==> config.mk <==
export PLATFORM = sky130hd
export DESIGN_NAME = pipe_issue_unit
export DESIGN_NICKNAME = d
export VERILOG_FILES = /design/src/rtl/pipe_issue_pkg.sv /design/src/rtl/pipe_issue_unit_fifo.sv /design/src/rtl/pipe_issue_unit.sv
export SDC_FILE = /design/constraint.sdc
export NUM_CORES = 1
export LEC_CHECK = 0
export CORE_MARGIN = 2
export CORE_UTILIZATION = 30
export CTS_CLUSTER_DIAMETER = 120
export DETAILED_ROUTE_END_ITERATION = 10
export PLACE_DENSITY_LB_ADDON = 0.2
export SLEW_MARGIN = 25
export SYNTH_ARGS = -nofsm -noshare
export SYNTH_HDL_FRONTEND = slang
export SYNTH_HIERARCHICAL = 1
export SYNTH_SLANG_ARGS = --single-unit
==> constraint.sdc <==
create_clock -name clk -period 5.55 [get_ports clk]
set_input_delay 0.555 -clock clk [delete_from_list [all_inputs] [get_ports clk]]
set_output_delay 0.555 -clock clk [all_outputs]
set_load 0.01 [all_outputs]
==> src/rtl/pipe_issue_pkg.sv <==
// Shared field widths, instruction layout, FSM states and func codes for the
// pipeline issue front-end.
package pipe_issue_pkg;
    localparam int REG_W   = 4;
    localparam int FUNC_W  = 4;
    localparam int ADDR_W  = 8;
    localparam int INSTR_W = 24;

    typedef struct packed {
        logic [ADDR_W-1:0] addr;
        logic [FUNC_W-1:0] func;
        logic [REG_W-1:0]  rd;
        logic [REG_W-1:0]  rs2;
        logic [REG_W-1:0]  rs1;
    } instr_t;

    typedef struct packed {
        logic             v;
        logic [REG_W-1:0] rd;
    } sb_t;

    typedef enum logic [1:0] {IDLE, RUN, STALL} state_t;

    typedef enum logic [FUNC_W-1:0] {
        F_ADD = 4'd0, F_SUB = 4'd1, F_MUL = 4'd2,
        F_SEL = 4'd3, F_AND = 4'd4, F_XOR = 4'd5
    } func_e;
endpackage

==> src/rtl/pipe_issue_unit_fifo.sv <==
// Synchronous DEPTH x W FIFO with explicit occupancy count and head peek.
module issue_fifo #(
    parameter int DEPTH = 8,
    parameter int W     = 24
) (
    input  logic                     clk,
    input  logic                     rst_n,
    input  logic                     clr,
    input  logic                     push,
    input  logic                     pop,
    input  logic [W-1:0]             din,
    output logic [W-1:0]             head,
    output logic [$clog2(DEPTH):0]   count
);
    localparam int AW = $clog2(DEPTH);
    localparam int CW = AW + 1;

    logic [W-1:0]  mem [DEPTH];
    logic [AW-1:0] wr_ptr, rd_ptr;

    assign head = mem[rd_ptr];

    // Pointers wrap naturally because DEPTH is a power of two.
    always_ff @(posedge clk or negedge rst_n) begin
        if (!rst_n) begin
            wr_ptr <= '0;
            rd_ptr <= '0;
            count  <= '0;
        end else if (clr) begin
            wr_ptr <= '0;
            rd_ptr <= '0;
            count  <= '0;
        end else begin
            if (push) wr_ptr <= wr_ptr + AW'(1);
            if (pop)  rd_ptr <= rd_ptr + AW'(1);
            count <= count + CW'(push) - CW'(pop);
        end
    end

    always_ff @(posedge clk) begin
        if (push && !clr) mem[wr_ptr] <= din;
    end
endmodule

==> src/rtl/pipe_issue_unit.sv <==
// Issue front-end: FIFO-buffered instructions issued one per clock, with a
// destination scoreboard that inserts bubbles on read-after-write hazards.
module pipe_issue_unit
    import pipe_issue_pkg::*;
#(
    parameter int DEPTH      = 8,
    parameter int HAZ_WINDOW = 3
) (
    input  logic                   clk,
    input  logic                   rst_n,
    input  logic                   in_valid,
    output logic                   in_ready,
    input  logic [INSTR_W-1:0]     in_instr,
    input  logic                   flush,
    output logic                   issue_valid,
    output logic [REG_W-1:0]       issue_rs1,
    output logic [REG_W-1:0]       issue_rs2,
    output logic [REG_W-1:0]       issue_rd,
    output logic [FUNC_W-1:0]      issue_func,
    output logic [ADDR_W-1:0]      issue_addr,
    output logic                   stall,
    output logic [$clog2(DEPTH):0] count
);
    localparam int CW = $clog2(DEPTH) + 1;

    instr_t head;
    state_t state;
    sb_t    sb [HAZ_WINDOW];
    logic   push, issue, raw, hazard, nonempty;

    assign in_ready = count < CW'(DEPTH);
    assign nonempty = count != '0;
    assign push     = in_valid && in_ready && !flush;

    issue_fifo #(.DEPTH(DEPTH), .W(INSTR_W)) u_fifo (
        .clk   (clk),
        .rst_n (rst_n),
        .clr   (flush),
        .push  (push),
        .pop   (issue),
        .din   (in_instr),
        .head  (head),
        .count (count)
    );

    always_comb begin
        raw = 1'b0;
        for (int i = 0; i < HAZ_WINDOW; i++)
            if (sb[i].v && (sb[i].rd == head.rs1 || sb[i].rd == head.rs2))
                raw = 1'b1;
    end

    // Issue is not gated by state so an empty unit falls through in one cycle.
    assign hazard = nonempty && raw;
    assign issue  = !flush && nonempty && !raw;

    always_ff @(posedge clk or negedge rst_n) begin
        if (!rst_n) begin
            state       <= IDLE;
            issue_valid <= 1'b0;
            stall       <= 1'b0;
            issue_rs1   <= '0;
            issue_rs2   <= '0;
            issue_rd    <= '0;
            issue_func  <= '0;
            issue_addr  <= '0;
            for (int i = 0; i < HAZ_WINDOW; i++) sb[i] <= '0;
        end else if (flush) begin
            state       <= IDLE;
            issue_valid <= 1'b0;
            stall       <= 1'b0;
            for (int i = 0; i < HAZ_WINDOW; i++) sb[i] <= '0;
        end else begin
            issue_valid <= issue;
            stall       <= hazard;
            if (issue) begin
                issue_rs1  <= head.rs1;
                issue_rs2  <= head.rs2;
                issue_rd   <= head.rd;
                issue_func <= head.func;
                issue_addr <= head.addr;
            end
            sb[0] <= '{v: issue, rd: head.rd};
            for (int i = 1; i < HAZ_WINDOW; i++) sb[i] <= sb[i-1];
            case (state)
                IDLE:    if (nonempty) state <= hazard ? STALL : RUN;
                RUN:     if (hazard) state <= STALL;
                         else if (issue && count == CW'(1) && !push) state <= IDLE;
                STALL:   if (!hazard) state <= RUN;
                default: state <= IDLE;
            endcase
        end
    end
endmodule

# After elaboration in Yosys (flattened, before gate mapping)
# Memory sizes are Yosys's and may differ from the RTL's.
# Index checks and enable logic that the tools add are counted.
word_totals:
  regBits: 51
  latch_bits: 0
  mem_bits_rw: 192
  romBits: 0
  word_cells: 60
  mem_count: 1
mem_list:
  columns: ["name", "depth", "width", "rd", "rd_clocked_by_memory_dff", "write_ports", "line_no", "rtl"]
  rows:
  - ["u_fifo.mem", 8, 24, 1, 0, 1, "pipe_issue_unit_fifo.sv:18", "logic [W-1:0] mem [DEPTH];"]
op_classes:
  n_addsub: 4
  multipliers: 0
  div_mod_pow: 0
  n_lt_le_gt_ge: 1
  n_eq_ne: 6
  n_shift: 0
  n_mux: 13
  n_bitwise: 1
  reduce_logical: 18
ops:
  columns: ["cell", "count"]
  rows:
  - ["== test 4 bit", 6]
  - ["two-way mux 15 bit", 1]
  - ["two-way mux 3 bit", 4]
  - ["logical AND 1 bit", 9]
  - ["two-way mux 1 bit", 7]
  - ["adder 3 x 1 -> 3 bit (second input constant)", 2]
  - ["adder 4 x 1 -> 4 bit", 1]
  - ["less-than comparator 4 bit (second input constant)", 1]
  - ["two-way mux 4 bit", 1]
  - ["nonzero test 2 bit", 2]
  - ["nonzero test 4 bit", 1]
  - ["subtractor 4 x 1 -> 4 bit", 1]
  - ["logical OR 1 bit", 3]
  - ["logical NOT 1 bit", 2]
  - ["AND reduction 2 bit", 1]
  - ["NOT 1 bit", 1]

# Longest topological paths before layout
# An unclocked memory read counts as a cell.
logic_depth:
  depth_word: 11
  ltp_mapped: 16

# By module
# The synthesis kept the hierarchy.
modules_own_cells:
  columns: ["mod", "instances", "cells_each", "area_per_inst_um2"]
  rows:
  - ["issue_fifo", 1, 338, 7827.5]
  - ["pipe_issue_unit", 1, 122, 1796.7]

# Worst setup path after synthesis
# OpenSTA, ideal clock, no wires.
synth_timing:
  kind: "input port to flip-flop"
  from: "input port flush"
  to: "memory u_fifo.mem[0][0], enable pin"
  t_arrival_ns: 3.675
  required_ns: 5.115
  path_slack_ns: 1.440
  path_stages: 6
  n_path_buf: 2
  path_cell_list: "clkbuf_1 > clkbuf_1 > nor3b_1 > inv_1 > or3_1 > nor3_1"
synth_via:
  elab_chain_cells: 5
synth_lines:
  columns: ["element", "line_no", "rtl"]
  rows:
  - ["start: declaration", "pipe_issue_unit.sv:14", "input logic flush,"]
  - ["logical NOT 1 bit", "pipe_issue_unit.sv:33", "assign push = in_valid && in_ready && !flush;"]
  - ["logical AND 1 bit", "pipe_issue_unit.sv:33", null]
  - ["net push", "pipe_issue_unit.sv:29", "logic push, issue, raw, hazard, nonempty;"]
  - ["logical AND 1 bit", "pipe_issue_unit_fifo.sv:41", "if (push && !clr) mem[wr_ptr] <= din;"]
  - ["two-way mux 1 bit", "pipe_issue_unit_fifo.sv:41", null]
  - ["two-way mux 1 bit (not written as such)", "pipe_issue_unit_fifo.sv:41", null]
  - ["end: declaration", "pipe_issue_unit_fifo.sv:18", null]
# The timed path passes the listed nets, and every way through them passes these cells.

==> results.md <==
- Status: finished clean
- Reported leakage power: 3.93 nW
- Post-route ant nets: 0
- Top_reg_cell synth: edfxtp_1
- Flops & latches, synth: around 240
- EDFF count, synth: between 150 and 200
- Achievable Freq: about 260 MHz
- Net Count, Synth: 495
- Fin. max-slew vios: 0
- GPL Wtd Cong: 0.746
- Number of failing hold endpoints at the final stage: 0
- Final worst path period share: around 68%
- Floorplan row count: 65
- Die area: ~0.034 mm²
- Reg-to-reg slack, setup: 1.78 ns
- Simple logic cell fraction of the synthesized area: slightly above 3%
- Most frequent cells in the layout: edfxtp_1, clkdlybuf4s50_1, dfrtp_1, mux4_2
- Post-synthesis cell area: roughly 0.0096 mm²
- Count of port buffers added during placement: a little under 60
- Class of the tightest hold or removal check: in2async
- Via count of the first global-routing pass: 5,044
- Number of fill cells: between 2,000 and 3,000
- Warnings from Yosys: 6
- Fraction of final layout cells with drive strength greater than 1: between 20% and 30%
- Die outline height: approximately 180 µm
- Root Driver: clkbuf_16
- Slew @ Worst Pin: ~0.88 ns
- Skew-Pair Late Insertion Delay: 0.54 ns
- Maximum number of pins on one net before global-route repair: 51
- End of the worst register-to-register path: u_fifo/count[2]
- I/O Pins: 59
- Post-CTS setup buffer count: 0
- Cells on worst reg2reg path: 13
- RSZ-0062 raised after global routing: no
- Total detailed-routing wirelength: approximately 20,000 µm
- HPWL Detailed: roughly 11,000 µm
- Global-route usage over all layers: between 10% and 20%
- Fin nets: between 500 and 600
- Critical Setup Path Class: reg2reg
- Adder-cell share of the synthesized area: 0.988%
- Clock slew at the register clock pins of the worst setup and hold paths: approximately 0.060 ns
- CP Data Required Time: ~6.0 ns
- Dominant combinational cell family by area after synthesis: multiplexers
- Highest fanout seen on the critical path: 20
- Crit path launch type: flip-flop
- Share of cell area taken by muxes after synthesis: a little under a fifth
- Fin Clk Skew: between 0.02 and 0.025 ns
- Final min period: about 3.8 ns
- Average wire per standard cell: roughly 21 µm
- Count of maximum capacitance violations: 0
- Number of design rule violations left after detail routing: 0
- Final core occ: between 30% and 40%
- Register cell area after layout: 0.00702 mm²
- Most common cell after layout, fill and taps aside: edfxtp_1
- Arr. time, crit path: roughly 4.2 ns
- Sum of negative setup slack: 0 ns
- Num CTS Buffers: 28
- Synth Area in Compound Gates: 0.338%
- Power density of the placed cells: between 400 and 500 mW/mm²
- Area of combinational cells with multiple inputs: ~0.0025 mm²
- Initial antenna violation count: 0
- Number of vias in the routed layout: 4,518
- Critical path capture point type: flip-flop
- Overall die width: 183 µm
- Number of design-rule violations left by the first detailed-router iteration: 267
- Relative max-transition margin: 41.6%
- Number of instances resized during post-cts repair: 0
- Origin of the critical flop-to-flop path: u_fifo/rd_ptr[1]
- Ant diodes: 0
- Post-synthesis instance total: 460
- Fraction of registers with async set or reset after synthesis: between 20% and 30%
- Effective utilization at floorplan: 30.5%
- Iteration count of the initial detailed-routing pass: 4
- Wire length of the first global-routing pass: about 31,000 µm
- Maximum clock path buffer count: 3
- Number of failing setup endpoints in the final timing report: 0
- Post-DR vias/cell: between 4 and 5
- Count of hold buffers inserted by post-cts repair: 0
- Area growth from synthesis to layout: 19.9%
- Aggregate global routing overflow: 0
- Core Region: 0.0316 mm²
- H-Tree Level Count: 1
- Synth unique cells: 31
- Total number of clock tree sinks: about 240
- Post-Synthesis Mean Instance Area: about 21 µm²
- Parity-gate share of the synthesized area counting xor and xnor cells: roughly 2.7%
- Max IR drop VDD: about 0.24 mV
- Clock tree from TritonCTS: yes
- Sequential cell area fraction in the yosys report: between 70 and 80%
## synth_stat cells (3+ instances only)
cell type | count | area (µm²)
nor2_1 | 13 | 48.8
inv_1 | 6 | 22.5
nor4_1 | 7 | 43.8
nor2b_1 | 16 | 100
xnor2_1 | 4 | 35.0
buf_2 | 6 | 30.0
ha_1 | 6 | 75.1
mux2_2 | 20 | 225
o21ai_1 | 3 | 15.0
mux2_4 | 28 | 420
dfrtp_1 | 50 | 1250
nand2_1 | 3 | 11.3
nor3_1 | 3 | 15.0
clkbuf_1 | 6 | 22.5
edfxtp_1 | 192 | 5770
buf_12 | 4 | 80.1
mux4_2 | 48 | 1080
xor2_1 | 26 | 228
## per-layer routing
metal	up-vias	share of wire [%]	global-route usage, %
li1	1994	-	-
met1	2408	43	16.2
met2	87	50	21.5
met3	29	4.3	2.48
met4	0	1.8	3.14
met5	-	0	0
## cells by family (layout without fill, tap and decap cells)
logic type,after synthesis,after routing
mux,98,98
compound gates,6,6
flops,242,242
simple gates,52,52
buf+inv,25,131
fa+ha+maj,7,7
xor+xnor,30,30
## through the flow
stage | total power, mW | worst slack (ns) | hold WS (ns) | instance area [µm²] | cells
after CTS | 5.10 | 1.70 | 0.210 | 11500 | 968
after detailed placement | 3.40 | 1.71 | 0.495 | 10700 | 916
final | 5.01 | 1.78 | 0.194 | 11500 | 968
after global routing | 5.26 | 1.50 | 0.241 | 11500 | 968
after floorplan | 2.99 | 1.44 | 0.259 | 9620 | 460
after global placement | 3.38 | 1.80 | 0.488 | 10700 | 916
## worst max-delay path by stage
stage                     startpoint          endpoint  slack, ns  depth (start not counted)
floorplan                      flush  u_fifo/mem[0][0]       1.44                          6
global placement    u_fifo/rd_ptr[1]   u_fifo/count[1]       1.80                         12
detailed placement  u_fifo/rd_ptr[1]   u_fifo/count[2]       1.71                         13
CTS                 u_fifo/rd_ptr[1]   u_fifo/count[2]       1.70                         13
global route        u_fifo/rd_ptr[1]   u_fifo/count[2]       1.50                         13
finish              u_fifo/rd_ptr[1]   u_fifo/count[2]       1.78                         13
## flip-flops by register name, summed over array words and instances, names as in the netlist
signal,cells
u_fifo/mem,192
sb,14
issue_addr,8
issue_func,4
issue_rd,4
issue_rs1,4
issue_rs2,4
u_fifo/count,4
u_fifo/rd_ptr,3
u_fifo/wr_ptr,3
issue_valid,1
stall,1
## report_power, final
group          switching (mW)  internal, mW
clock network           0.696         0.975
registers               0.132          2.10
logic                   0.446         0.653
## worst max-delay path, cell delays in order, from the launching register on
cell and delay (ns):
dfrtp_2 0.81, mux4_2 0.59, mux2_2 0.34, xor2_1 0.17, nor4_1 0.33, o21ai_1 0.11, nand3_2 0.12, nor3_4 0.04
ha_1 0.30, inv_1 0.04, ha_1 0.20, fa_1 0.38, xnor2_1 0.16, nor2_1 0.05
## cell type report
type                       instances  share of cell area [%]
tap                              402                    4.36
clock inverter                    17                    1.06
sequential                       242                    60.8
multi-input combinational        193                    21.3
inverter                           6                   0.195
clock buffer                      35                    6.30
timing repair buffer              73                    5.96
Power figures use the tool's default switching activity.
